**src/rtl/instruction_fetch_sequencer_pkg.sv**
```systemverilog
// Shared definitions for the instruction fetch sequencer: state encodings,
// one-hot phase codes, branch condition codes and flag bit positions.
package instruction_fetch_sequencer_pkg;

    typedef enum logic [2:0] {
        ST_IDLE   = 3'd0,
        ST_P1     = 3'd1,
        ST_P2     = 3'd2,
        ST_P3     = 3'd3,
        ST_P4     = 3'd4,
        ST_P5     = 3'd5,
        ST_HALTED = 3'd6
    } seq_state_t;

    localparam logic [4:0] PHASE_NONE = 5'b00000;
    localparam logic [4:0] PHASE_P1   = 5'b00001;
    localparam logic [4:0] PHASE_P2   = 5'b00010;
    localparam logic [4:0] PHASE_P3   = 5'b00100;
    localparam logic [4:0] PHASE_P4   = 5'b01000;
    localparam logic [4:0] PHASE_P5   = 5'b10000;

    localparam logic [2:0] COND_BE  = 3'b000;
    localparam logic [2:0] COND_BLT = 3'b001;
    localparam logic [2:0] COND_BLE = 3'b010;
    localparam logic [2:0] COND_BNE = 3'b011;

    localparam int FLAG_S = 3;
    localparam int FLAG_Z = 2;
    localparam int FLAG_C = 1;
    localparam int FLAG_V = 0;

endpackage

```
**src/rtl/instruction_fetch_sequencer_if.sv**
```systemverilog
// Instruction-memory fetch bus: request/address out, data/ready back.
interface instruction_fetch_sequencer_if #(
    parameter int ADDR_W  = 16,
    parameter int INSTR_W = 16
);
    logic               IMEM_REQ;
    logic [ADDR_W-1:0]  IMEM_ADDR;
    logic [INSTR_W-1:0] IMEM_RDATA;
    logic               IMEM_READY;

    modport master (
        output IMEM_REQ,
        output IMEM_ADDR,
        input  IMEM_RDATA,
        input  IMEM_READY
    );

    modport slave (
        input  IMEM_REQ,
        input  IMEM_ADDR,
        output IMEM_RDATA,
        output IMEM_READY
    );
endinterface

```
**src/rtl/instruction_fetch_sequencer_branch_resolver.sv**
```systemverilog
// Combinational branch decision from decoder branch controls and the ALU flags.
module branch_resolver
    import instruction_fetch_sequencer_pkg::*;
(
    input  logic       pc_load,
    input  logic [2:0] cond,
    input  logic       uncond,
    input  logic [3:0] flags,
    output logic       taken
);
    logic cond_ok_s;
    logic unused_carry_s;

    // No condition code consults the carry flag
    assign unused_carry_s = flags[FLAG_C];

    // Evaluate the conditional-branch predicate selected by cond
    always_comb begin
        cond_ok_s = 1'b0;
        case (cond)
            COND_BE:  cond_ok_s = flags[FLAG_Z];
            COND_BLT: cond_ok_s = flags[FLAG_S] ^ flags[FLAG_V];
            COND_BLE: cond_ok_s = flags[FLAG_Z] | (flags[FLAG_S] ^ flags[FLAG_V]);
            COND_BNE: cond_ok_s = ~flags[FLAG_Z];
            default:  cond_ok_s = 1'b0;
        endcase
    end

    assign taken = pc_load & (uncond | cond_ok_s);

endmodule

```
**src/rtl/instruction_fetch_sequencer.sv**
```systemverilog
// Owns PC and instruction register; steps the five-phase instruction sequence
// and fetches each instruction over the req/ready memory handshake.
module instruction_fetch_sequencer
    import instruction_fetch_sequencer_pkg::*;
#(
    parameter int                ADDR_W   = 16,
    parameter int                INSTR_W  = 16,
    parameter logic [ADDR_W-1:0] RESET_PC = '0
) (
    input  logic                          clk,
    input  logic                          rst,
    input  logic                          exec,
    instruction_fetch_sequencer_if.master imem,
    output logic [INSTR_W-1:0]            COMMAND,
    output logic [ADDR_W-1:0]             PC_NEXT,
    output logic [4:0]                    PHASE,
    input  logic                          PC_load,
    input  logic [2:0]                    cond,
    input  logic                          uncond,
    input  logic [3:0]                    FLAGS,
    input  logic [ADDR_W-1:0]             TARGET,
    input  logic                          HALT,
    output logic                          halted
);
    localparam logic [ADDR_W-1:0] PC_ONE = ADDR_W'(1);

    seq_state_t         state_r;
    logic [ADDR_W-1:0]  pc_r;
    logic [ADDR_W-1:0]  pc_next_r;
    logic [INSTR_W-1:0] command_r;
    logic               req_r;
    logic [4:0]         phase_r;
    logic               halted_r;

    logic               taken_s;
    logic [ADDR_W-1:0]  pc_upd_s;

    branch_resolver u_branch_resolver (
        .pc_load (PC_load),
        .cond    (cond),
        .uncond  (uncond),
        .flags   (FLAGS),
        .taken   (taken_s)
    );

    // PC value committed at the end of P5 when the instruction is not a halt
    always_comb begin
        pc_upd_s = pc_r + PC_ONE;
        if (taken_s) begin
            pc_upd_s = TARGET;
        end else begin
            pc_upd_s = pc_r + PC_ONE;
        end
    end

    // Phase sequencer with PC, instruction register and registered bus outputs
    always_ff @(posedge clk or posedge rst) begin
        if (rst) begin
            state_r   <= ST_IDLE;
            pc_r      <= RESET_PC;
            pc_next_r <= RESET_PC + PC_ONE;
            command_r <= '0;
            req_r     <= 1'b0;
            phase_r   <= PHASE_NONE;
            halted_r  <= 1'b0;
        end else begin
            case (state_r)
                ST_IDLE: begin
                    if (exec) begin
                        state_r <= ST_P1;
                        req_r   <= 1'b1;
                        phase_r <= PHASE_P1;
                    end else begin
                        state_r <= ST_IDLE;
                    end
                end
                ST_P1: begin
                    // Data is latched only on the handshake edge; REQ holds otherwise
                    if (imem.IMEM_READY) begin
                        command_r <= imem.IMEM_RDATA;
                        state_r   <= ST_P2;
                        req_r     <= 1'b0;
                        phase_r   <= PHASE_P2;
                    end else begin
                        state_r <= ST_P1;
                    end
                end
                ST_P2: begin
                    state_r <= ST_P3;
                    phase_r <= PHASE_P3;
                end
                ST_P3: begin
                    state_r <= ST_P4;
                    phase_r <= PHASE_P4;
                end
                ST_P4: begin
                    state_r <= ST_P5;
                    phase_r <= PHASE_P5;
                end
                ST_P5: begin
                    if (HALT) begin
                        state_r  <= ST_HALTED;
                        phase_r  <= PHASE_NONE;
                        halted_r <= 1'b1;
                    end else begin
                        pc_r      <= pc_upd_s;
                        pc_next_r <= pc_upd_s + PC_ONE;
                        if (exec) begin
                            state_r <= ST_P1;
                            req_r   <= 1'b1;
                            phase_r <= PHASE_P1;
                        end else begin
                            state_r <= ST_IDLE;
                            phase_r <= PHASE_NONE;
                        end
                    end
                end
                ST_HALTED: begin
                    // exec must drop before a fresh run can begin
                    if (!exec) begin
                        state_r  <= ST_IDLE;
                        halted_r <= 1'b0;
                    end else begin
                        state_r <= ST_HALTED;
                    end
                end
                default: begin
                    state_r  <= ST_IDLE;
                    req_r    <= 1'b0;
                    phase_r  <= PHASE_NONE;
                    halted_r <= 1'b0;
                end
            endcase
        end
    end

    assign imem.IMEM_REQ  = req_r;
    assign imem.IMEM_ADDR = pc_r;
    assign COMMAND        = command_r;
    assign PC_NEXT        = pc_next_r;
    assign PHASE          = phase_r;
    assign halted         = halted_r;

endmodule

```
**src/flat_wrapper.sv**
```systemverilog
// flat-port wrapper written by rule: the top's interface ports become plain ports
module instruction_fetch_sequencer_flat import instruction_fetch_sequencer_pkg::*;
#(
    parameter int                ADDR_W   = 16,
    parameter int                INSTR_W  = 16,
    parameter logic [ADDR_W-1:0] RESET_PC = '0
)
  (clk, rst, exec, COMMAND, PC_NEXT, PHASE, PC_load, cond, uncond, FLAGS, TARGET, HALT, halted, imem_IMEM_REQ, imem_IMEM_ADDR, imem_IMEM_RDATA, imem_IMEM_READY);
  instruction_fetch_sequencer_if #(.ADDR_W(ADDR_W), .INSTR_W(INSTR_W)) imem_i ();
  input  logic clk;
  input  logic rst;
  input  logic exec;
  output logic [INSTR_W-1:0] COMMAND;
  output logic [ADDR_W-1:0] PC_NEXT;
  output logic [4:0] PHASE;
  input  logic PC_load;
  input  logic [2:0] cond;
  input  logic uncond;
  input  logic [3:0] FLAGS;
  input  logic [ADDR_W-1:0] TARGET;
  input  logic HALT;
  output logic halted;
  output wire logic [$bits(imem_i.IMEM_REQ)-1:0] imem_IMEM_REQ;
  output wire logic [$bits(imem_i.IMEM_ADDR)-1:0] imem_IMEM_ADDR;
  input wire logic [$bits(imem_i.IMEM_RDATA)-1:0] imem_IMEM_RDATA;
  input wire logic [$bits(imem_i.IMEM_READY)-1:0] imem_IMEM_READY;
  assign imem_IMEM_REQ = imem_i.IMEM_REQ;
  assign imem_IMEM_ADDR = imem_i.IMEM_ADDR;
  assign imem_i.IMEM_RDATA = imem_IMEM_RDATA;
  assign imem_i.IMEM_READY = imem_IMEM_READY;
  instruction_fetch_sequencer #(.ADDR_W(ADDR_W), .INSTR_W(INSTR_W), .RESET_PC(RESET_PC)) u_core (.clk(clk), .rst(rst), .exec(exec), .imem(imem_i), .COMMAND(COMMAND), .PC_NEXT(PC_NEXT), .PHASE(PHASE), .PC_load(PC_load), .cond(cond), .uncond(uncond), .FLAGS(FLAGS), .TARGET(TARGET), .HALT(HALT), .halted(halted));
endmodule
```
**config.mk**
```make
export PLATFORM = sky130hd
export DESIGN_NAME = instruction_fetch_sequencer_flat
export DESIGN_NICKNAME = d
export VERILOG_FILES = /design/src/rtl/instruction_fetch_sequencer_pkg.sv /design/src/rtl/instruction_fetch_sequencer_if.sv /design/src/rtl/instruction_fetch_sequencer_branch_resolver.sv /design/src/rtl/instruction_fetch_sequencer.sv /design/src/flat_wrapper.sv
export SDC_FILE = /design/constraint.sdc
export NUM_CORES = 1
export LEC_CHECK = 0
export CAP_MARGIN = 20
export CORE_MARGIN = 5
export CORE_UTILIZATION = 48
export DETAILED_ROUTE_END_ITERATION = 7
export PLACE_DENSITY = 0.81
export SYNTH_ARGS = -nofsm -noshare
export SYNTH_HDL_FRONTEND = slang
export SYNTH_SLANG_ARGS = --single-unit
export TNS_END_PERCENT = 1
```
**constraint.sdc**
```tcl
create_clock -name clk -period 3.15 [get_ports clk]
set_clock_uncertainty 0.2 [all_clocks]
set_input_delay 0.4725 -clock clk [delete_from_list [all_inputs] [get_ports clk]]
set_output_delay 0.4725 -clock clk [all_outputs]
set_load 0.02 [all_outputs]
```
---- Word level (Yosys, flattened, before mapping) ----
Index checks and enable logic that the tools add are counted.
storage, ports and cells
  output and inout port bits .............. 55
  input port bits ......................... 46
  flip-flop bits (word level) ............. 58
  logic and storage cells ................. 60
cells by class
  $add $sub $neg .......................... 2
  reduce and logical (&&, ||, !) cells .... 9
  bitwise operators ....................... 9
  equal/unequal tests ..................... 14
  mux-type cells .......................... 19
operators by type and width
  cell                   number
  $pmux 5 s7             1
  $add 16x1->16 const B  2
  $pmux 3 s7             1
  $mux 16                1
  $mux 5                 3
  $eq 3x2->1 const B     4
  $ne 2x2->1 const B     5
  $eq 3x3->1 const B     3
  $reduce_and 3->1       3
  $pmux 1 s4             2
  $mux 1                 7
  $eq 3x1->1 const B     2
  $logic_not 3->1        2
  $mux 3                 2
  $not 1->1              5
  $reduce_or 5->1        1
  $reduce_and 2->1       2
  $reduce_or 4->1        1
  $pmux 1 s3             1
  $mux 2                 1
  $or 1x1->1             2
  $and 1x1->1            1
  $xor 1x1->1            1

---- Logic depth before layout (Yosys ltp) ----
Gate-level depths: netlist (run 1).
  depth after elaboration ................. 7
  depth in mapped cells ................... 14
  depth with buffers taken out ............ 13

---- By module ----
From an unflattened synthesis (run 1), not the netlist that was laid out.
unflattened totals
  cell total of the unflattened synthesis .. 344
  area total of the unflattened synthesis .. 3261.9 um^2
modules (own cells, without submodules)
  module                       sequential area each (um^2)  area an instance (um^2)  cells an instance  instances
  instruction_fetch_sequencer  1452.6                       3211.8                   337                1
  branch_resolver              0.0                          50.0                     7                  1

---- Least setup slack after synthesis (run 1) ----
OpenSTA, ideal clock, no wires.
  path type ............................... input -> register
  start ................................... in FLAGS[2]
  end ..................................... reg u_core.pc_next_r[14], in the netlist u_core.PC_NEXT[14]
  library setup time ...................... 129 ps
  arrival time ............................ 2784 ps
  data required time ...................... 2821 ps
  path slack .............................. 37 ps
  stages .................................. 12
  path buffers ............................ 1
  cells stage by stage .................... nor3b_1 -> a311o_1 -> o21ai_4 -> buf_2 -> nor2_1 -> a21oi_1 -> ha_1 -> nand3_1 -> o41ai_4 -> o211ai_1 -> xnor2_1 -> o21ai_1
between the ends
  longest elaborated chain between the ends .. 6
  elaborated cells between the ends (all ways) .. 7
  those cells by class .................... add/sub: 1; mux: 2; bitwise: 4
RTL lines
  what                                     RTL line                                                                                              RTL
  from (decl)                              flat_wrapper.sv:19                                                                                    input logic [3:0] FLAGS;
  $or 1x1->1 or $not 1->1 (tied branches)  instruction_fetch_sequencer_branch_resolver.sv:23, instruction_fetch_sequencer_branch_resolver.sv:24
  $pmux 1 s4 (*)                           instruction_fetch_sequencer_branch_resolver.sv:20                                                     case (cond)
  $or 1x1->1 (*)                           instruction_fetch_sequencer_branch_resolver.sv:29                                                     assign taken = pc_load & (uncond | cond_ok_s);
  $and 1x1->1 (*)                          instruction_fetch_sequencer_branch_resolver.sv:29
  $mux 16 (*)                              instruction_fetch_sequencer.sv:49                                                                     if (taken_s) begin
  via u_core.pc_upd_s[0]                   instruction_fetch_sequencer.sv:36                                                                     logic [ADDR_W-1:0] pc_upd_s;
  $add 16x1->16 (*)                        instruction_fetch_sequencer.sv:107                                                                    pc_next_r <= pc_upd_s + PC_ONE;
  to (signal assigned)                     instruction_fetch_sequencer.sv:61                                                                     pc_next_r <= RESET_PC + PC_ONE;
  to (signal assigned)                     instruction_fetch_sequencer.sv:107
  to (decl)                                instruction_fetch_sequencer.sv:29                                                                     logic [ADDR_W-1:0] pc_next_r;
Mark *: on every way through the listed nets, which the timed path passes. The rest lies on a longest branch.
A chain may end at the register's enable or synchronous reset.

---- Final worst setup path (run 1) ----
  start ................................... in cond[0]
  end ..................................... reg u_core.pc_next_r[14], in the netlist u_core.PC_NEXT[14]
between the ends
  longest elaborated chain between the ends .. 6
  elaborated cells between the ends (all ways) .. 9
  those cells by class .................... add/sub: 1; eq/ne: 3; mux: 2; bitwise: 2; reduce/logical: 1
RTL lines
  what                                      RTL line                                           RTL
  from (decl)                               flat_wrapper.sv:17                                 input logic [2:0] cond;
  $eq 3x2->1, or another cell as far along  instruction_fetch_sequencer_branch_resolver.sv:20
  $pmux 1 s4 (*)                            instruction_fetch_sequencer_branch_resolver.sv:20
  $or 1x1->1 (*)                            instruction_fetch_sequencer_branch_resolver.sv:29
  $and 1x1->1 (*)                           instruction_fetch_sequencer_branch_resolver.sv:29
  $mux 16 (*)                               instruction_fetch_sequencer.sv:49
  via u_core.pc_upd_s[0]                    instruction_fetch_sequencer.sv:36
  $add 16x1->16 (*)                         instruction_fetch_sequencer.sv:107
Marks and branches as above.

==> flow_metrics.py, run 1 <==
metrics = {
    "global_route": {
        "grt_pass1_wl_um": 15400,
        "overflow": 0,
        "groute.usage.overall_pct": 21.7,
        "grt_max_degree": 45,
        "antenna_found_initial": 0,
        "grt_pass1_vias": 3226,
    },
    "finish": {
        "final_common_cell": "clkdlybuf4s50_1",
        "drive_gt1_share_pct": 12.5,
        "num-nets-final": 547,
        "finalNonFillerCells": 603,
        "multi_input_area_um2": 1870,
        "antenna_cells": 0,
        "seqCellArea_um2": 1450,
        "syn_to_final_growth_pct": 41.0,
        "final_cell_mix": "99 x clkdlybuf4s50_1, 57 x dfrtp_1, 51 x nand2_1, 31 x nor2_1, 25 x a21oi_1",
        "fillers": 589,
    },
    "sta": {
        "final-max-slew-violation-count": 0,
        "hold_ws_ns": 0.276,
        "hold_viol": 0,
        "worstMarginPinSlew_ns": 0.650,
        "rsz0062_at_grt": "false",
        "setup_viol": 0,
        "fmax_mhz": 339,
        "slew_headroom_pct": 56.4,
        "final.period_utilization_pct": 93.7,
        "finalWorstSetupSlack_ns": 0.198,
        "tns_ns": 0,
        "fin_crit_ns": 2.95,
    },
    "power": {
        "powerDensity_nw_per_um2": 929,
        "p_leak_uw": 0.00202,
        "vdd_drop_max_mv": 0.502,
    },
    "synth": {
        "synthArstFlopShare_pct": 100,
        "syn_avg_cell_area_um2": 8.80,
        "syn_inst": 393,
        "synth_simple_gate_area_share_pct": 20.5,
        "syn-num-nets": 441,
        "synth_area_leaders": "dfrtp_1 41%, nand2_1 5.5%, mux2_2 5.5%",
        "synth_top_cell_by_area": "dfrtp_1",
        "synth_top_family_by_area": "simple AND/OR/NAND/NOR gates",
        "synth.area.mux_share_pct": 7.27,
        "yosysSeqAreaShare_pct": 42.0,
        "synthAdderAreaFrac_pct": 0.723,
        "synth_xor_area_share_pct": 7.85,
        "ys.flop_type": "dfrtp_1",
        "yosys_warnings": 0,
        "synth_edf_count": 0,
        "ys_ff_latch": 58,
        "ys_types": 55,
        "synth_compound_area_share_pct": 17.4,
        "yosysTopAreaCellShare_pct": 41.2,
        "synth_area_um2": 3460,
    },
    "clock_network": {
        "post_cts_buffers": 0,
        "clk_pin_slew_ns": 0.07,
        "h-tree-depth": 3,
        "clockBufferDepth": 2,
        "cts_buffers": 9,
        "clk_latency_ns": 0.33,
        "tritoncts": "done",
        "cts_resized": 0,
        "clock-sinks": 58,
        "ctsHoldBuffers": 0,
        "clock_tree.root_cell": "clkbuf_8",
    },
    "routing": {
        "drc": 0,
        "ant_nets": 0,
        "via_per_inst": 5.47,
        "postRouteWirelength_um": 9190,
        "drt_iter0_markers": 177,
        "drt_pre_antenna_iters": 6,
        "drt-wirelength-per-cell_um": 15.2,
        "vias": 3299,
    },
    "die": {
        "fp.dieArea_um2": 9010,
        "top_level_ports": 101,
        "core.rowCount": 31,
        "die_y_um": 94.9,
        "die_w_um": 94.9,
        "initial_utilization_pct": 48.5,
        "core_um2": 7140,
    },
    "placed_design": {
        "dpl.hpwl_um": 6920,
        "io_buffers": 99,
        "gp_congestion": 0.876,
        "place_ws_ns": -0.206,
        "dp.cells": 587,
    },
    "critical_path": {
        "critPathKind": "primary input to flip-flop",
        "worst_setup_path_start_kind": "primary input",
        "critical_path_arrival_ns": 2.97,
        "worstRegToRegCells": 8,
        "crit_fanout": 4,
        "end_kind": "flip-flop",
        "crit_required_ns": 3.17,
    },
    "run_status": {
        "outcome": "completed",
    },
    "hold_path": {
        "whs_path_depth": 2,
        "hp-class": "flip-flop to flip-flop",
    },
    "job": {
        "cap_violations": 0,
    },
}
-- registers in the layout, indices dropped and copies added (netlist names) --
signal / count
u_core.COMMAND: 16
u_core.imem.IMEM_ADDR: 16
u_core.state_r: 3
u_core.imem.IMEM_REQ: 1
u_core.PHASE: 5
u_core.halted: 1
u_core.PC_NEXT: 16
-- path summary, 6_finish.rpt --
check,startpoint,end,slack (ns)
max,cond[0],u_core.PC_NEXT[14]$_DFFE_PP0P_,0.20
max in group asynchronous,rst,u_core.PC_NEXT[0]$_DFFE_PP1P_,1.74
min reg2reg,u_core.PC_NEXT[1]$_DFFE_PP0P_,u_core.PC_NEXT[1]$_DFFE_PP0P_,0.28
min,u_core.PC_NEXT[1]$_DFFE_PP0P_,u_core.PC_NEXT[1]$_DFFE_PP0P_,0.28
max reg2reg,u_core.imem.IMEM_ADDR[1]$_DFFE_PP0P_,u_core.PC_NEXT[15]$_DFFE_PP0P_,0.35
min in group asynchronous,rst,u_core.COMMAND[3]$_DFFE_PP0P_,0.35
-- logic make-up (layout without fill, tap and decap cells) --
kind of cell | after synthesis | after routing
AOI/OAI and AO/OA | 97 | 97
and+or+nand+nor | 146 | 146
adders and majority gates | 2 | 2
muxes | 23 | 23
xor gates and xnor gates | 31 | 31
DFF | 58 | 58
buffers and inverters | 36 | 147
-- layout make-up --
type / instances / area share, %
clock inverters: 5 / 1.59
clock buffers: 11 / 2.90
repair buffers: 119 / 23.9
multi-input cells: 299 / 38.4
well taps: 99 / 2.54
inverters: 12 / 0.924
flip-flops and latches: 58 / 29.8
-- per-layer routing --
| metal | GRT usage [%] | part of all wire (%) | vias up | wire [um] |
|---|---|---|---|---|
| met5 | 0 | 0 | - | 0 |
| met4 | 6.37 | 1.3 | 0 | 121 |
| met3 | 5.34 | 7.3 | 12 | 674 |
| met2 | 36.2 | 48 | 133 | 4410 |
| met1 | 28.0 | 43 | 1550 | 3980 |
| li1 | - | - | 1604 | - |
-- worst max-delay path: stages --
cell and delay [ns]:
clkdlybuf4s50_1 0.53, nor3b_1 0.07, a311o_1 0.37, o21ai_4 0.18, nor2_1 0.07, a21oi_2 0.14, ha_2 0.22, nand3_1 0.13
o41ai_4 0.39, o211ai_1 0.16, xnor2_1 0.17, o21ai_1 0.07
-- Yosys cell counts (2+ instances only) --
cell type  number
a31oi_1         5
nand2b_1        3
o211ai_1        2
buf_2          10
o21bai_1        3
a21o_1          2
ha_1            2
clkbuf_1       13
dfrtp_1        57
xor2_1         11
nand3_1        13
inv_1          11
o21ai_0        22
a41oi_1         2
xnor2_1        20
o21a_1          2
nand4_1         7
mux2i_1         6
nor3_1         14
nor3b_1         3
nor2_1         31
nand2_1        51
and2_1          2
a21oi_1        26
o22ai_1         2
and4_1          2
o21ai_1        17
mux2_2         17
o32ai_1         2
nand3b_1        2
nor4_1          6
o31ai_1         3
or3_1           2
-- per-stage QoR --
step	util, %	cell area [um^2]	total power, uW
6_report	68.3	4880	4530
2_1_floorplan	-	3460	2740
3_3_place_gp	65.2	4650	3710
4_1_cts	68.3	4870	4560
5_1_grt	68.3	4880	4850
3_5_place_dp	65.2	4650	3780
-- power breakdown --
| part | internal (uW) | switching (uW) | total (uW) | leakage (uW) |
|---|---|---|---|---|
| Clock | 464 | 294 | 759 | 0.000109 |
| Sequential | 1090 | 375 | 1460 | 0.000724 |
| Combinational | 1130 | 1190 | 2310 | 0.00119 |
| Total | 2680 | 1850 | 4530 | 0.00202 |
Note: power is estimated with default switching activity, not from simulation.
==> inputs of run 2 (changes only) <==
--- a/config.mk
+++ b/config.mk
@@ -7,9 +7,10 @@
 export LEC_CHECK = 0
 export CAP_MARGIN = 20
 export CORE_MARGIN = 5
-export CORE_UTILIZATION = 48
+export CORE_UTILIZATION = 52
 export DETAILED_ROUTE_END_ITERATION = 7
-export PLACE_DENSITY = 0.81
+export PLACE_DENSITY = 0.87
+export SLEW_MARGIN = 40
 export SYNTH_ARGS = -nofsm -noshare
 export SYNTH_HDL_FRONTEND = slang
 export SYNTH_SLANG_ARGS = --single-unit
==> constraint.sdc (replaced) <==
create_clock -name clk -period 3.5 [get_ports clk]
set_clock_uncertainty 0.2 [all_clocks]
set_input_delay 0.525 -clock clk [delete_from_list [all_inputs] [get_ports clk]]
set_output_delay 0.525 -clock clk [all_outputs]
set_load 0.02 [all_outputs]
==> flow_metrics.py, run 2 (synthesis gave the netlist of run 1 again) <==
metrics = {
    "global_route": {
        "grt_pass1_wl_um": 15500,
        "antenna_found_initial": 0,
        "grt_pass1_vias": 3238,
        "groute.usage.overall_pct": 22.5,
        "grt_max_degree": 55,
        "overflow": 0,
    },
    "routing": {
        "postRouteWirelength_um": 9050,
        "ant_nets": 0,
        "drc": 0,
        "drt_iter0_markers": 175,
        "via_per_inst": 5.76,
        "drt-wirelength-per-cell_um": 15.9,
        "vias": 3284,
        "drt_pre_antenna_iters": 7,
    },
    "finish": {
        "final_cell_mix": "99 x clkdlybuf4s50_1, 57 x dfrtp_1, 51 x nand2_1, 31 x nor2_1, 26 x a21oi_1",
        "fillers": 485,
        "drive_gt1_share_pct": 10.3,
        "syn_to_final_growth_pct": 37.5,
        "finalNonFillerCells": 570,
        "seqCellArea_um2": 1450,
        "multi_input_area_um2": 1860,
        "num-nets-final": 536,
        "antenna_cells": 0,
        "final_common_cell": "clkdlybuf4s50_1",
    },
    "power": {
        "powerDensity_nw_per_um2": 852,
        "p_leak_uw": 0.00197,
        "vdd_drop_max_mv": 0.458,
        "p_total_uw": 4060,
    },
    "critical_path": {
        "critPathKind": "primary input to flip-flop",
        "path_buf_inv": 1,
        "cp_cell_sequence": "clkdlybuf4s50_1 > nor2_1 > a311o_1 > o21ai_4 > nor2_1 > a21oi_1 > ha_1 > nand2_1 > nor3_1 > o211ai_1 > o41ai_4 > o211ai_1 > xnor2_1 > o21ai_1",
        "crit_slowest_cell": "clkdlybuf4s50_1",
        "critical_path.max_stage_delay_ns": 0.52,
        "r2r_setup_slack_ns": 0.61,
        "critical_path_arrival_ns": 3.25,
        "worst_setup_path_start_kind": "primary input",
        "crit_required_ns": 3.50,
        "critPathTopFamily": "compound AO/OA/AOI/OAI gates",
        "crit_fanout": 5,
        "end_kind": "flip-flop",
    },
    "placed_design": {
        "dpl.hpwl_um": 6760,
        "io_buffers": 99,
        "gp_congestion": 0.915,
        "dp.cells": 554,
        "place_ws_ns": -0.0527,
    },
    "clock_network": {
        "clk_latency_ns": 0.33,
        "cts_resized": 0,
        "clock-sinks": 58,
        "clockBufferDepth": 2,
        "clk_pin_slew_ns": 0.07,
        "clock_tree.root_cell": "clkbuf_8",
        "ctsHoldBuffers": 0,
        "h-tree-depth": 3,
        "cts_buffers": 9,
        "post_cts_buffers": 0,
        "tritoncts": "done",
    },
    "die": {
        "die_y_um": 91.6,
        "core.rowCount": 29,
        "top_level_ports": 101,
        "core_um2": 6420,
        "die_w_um": 91.6,
        "initial_utilization_pct": 53.9,
        "fp.dieArea_um2": 8380,
    },
    "sta": {
        "fin_crit_ns": 3.25,
        "final.period_utilization_pct": 92.9,
        "hold_viol": 0,
        "rsz0062_at_grt": "false",
        "fmax_mhz": 308,
        "setup_viol": 0,
        "final-max-slew-violation-count": 0,
        "worstMarginPinSlew_ns": 0.657,
        "slew_headroom_pct": 56.2,
        "tns_ns": 0,
        "finalWorstSetupSlack_ns": 0.250,
    },
    "job": {
        "cap_violations": 0,
    },
    "hold_path": {
        "hp-class": "flip-flop to flip-flop",
    },
    "run_status": {
        "outcome": "completed",
    },
}
-- run 2: final timing paths --
path                                                       from  depth (start not counted)                              to
setup / recovery                                        cond[2]                         14  u_core.PC_NEXT[14]$_DFFE_PP0P_
hold / removal                    u_core.PC_NEXT[1]$_DFFE_PP0P_                          2   u_core.PC_NEXT[1]$_DFFE_PP0P_
setup reg to reg           u_core.imem.IMEM_ADDR[0]$_DFFE_PP0P_                          8  u_core.PC_NEXT[13]$_DFFE_PP0P_
hold reg to reg                   u_core.PC_NEXT[1]$_DFFE_PP0P_                          2   u_core.PC_NEXT[1]$_DFFE_PP0P_
max in group asynchronous                                   rst                          3     u_core.PHASE[1]$_DFFE_PP0P_
min in group asynchronous                                   rst                          2   u_core.COMMAND[9]$_DFFE_PP0P_
-- run 2: layer usage --
| metal | share of wire, % | vias up | routed length, um | global-route usage (%) |
|---|---|---|---|---|
| li1 | - | 1581 | - | - |
| met5 | 0 | - | 0 | 0 |
| met1 | 42 | 1537 | 3820 | 30.0 |
| met3 | 8.7 | 14 | 784 | 6.20 |
| met2 | 48 | 152 | 4320 | 35.1 |
| met4 | 1.2 | 0 | 112 | 7.79 |
-- run 2: area by class of cell --
class,instances,area share (%)
clock buffers,12,3.47
clock inverters,4,1.53
inverters,12,0.999
multi-input cells,299,39.2
flip-flops and latches,58,30.5
well taps,77,2.03
repair buffers,108,22.3
-- run 2: per-stage QoR --
stage          area, um^2  hold slack, ns  util, %
2_1_floorplan        3460           0.345        -
3_5_place_dp         4520           0.267     70.4
6_report             4760           0.282     74.1
4_1_cts              4760           0.289     74.1
3_3_place_gp         4520           0.263     70.3
5_1_grt              4760           0.310     74.1
-- run 2: worst register-to-register path: stages (launching register included) --
cell      delay, ns
dfrtp_1        0.55
ha_1           0.34
nand2_1        0.19
nor4b_1        0.43
o311ai_1       0.23
nor4_2         0.41
o22ai_1        0.17
xnor2_1        0.17
o21ai_1        0.07
-- run 2: power by group --
group	internal (uW)	total [uW]	leakage, uW	switching [uW]
logic	971	2000	0.00112	1030
registers	978	1340	0.000724	359
clock network	458	721	0.000119	263
total	2410	4060	0.00197	1650
==> inputs of run 3 (changes only) <==
--- a/config.mk
+++ b/config.mk
@@ -9,6 +9,7 @@
 export CORE_MARGIN = 5
 export CORE_UTILIZATION = 52
 export DETAILED_ROUTE_END_ITERATION = 7
+export HOLD_SLACK_MARGIN = 0.12
 export PLACE_DENSITY = 0.87
 export SLEW_MARGIN = 40
 export SYNTH_ARGS = -nofsm -noshare
==> results of run 3 <==
Final layout, timing and power as in run 2 (identical DEF).
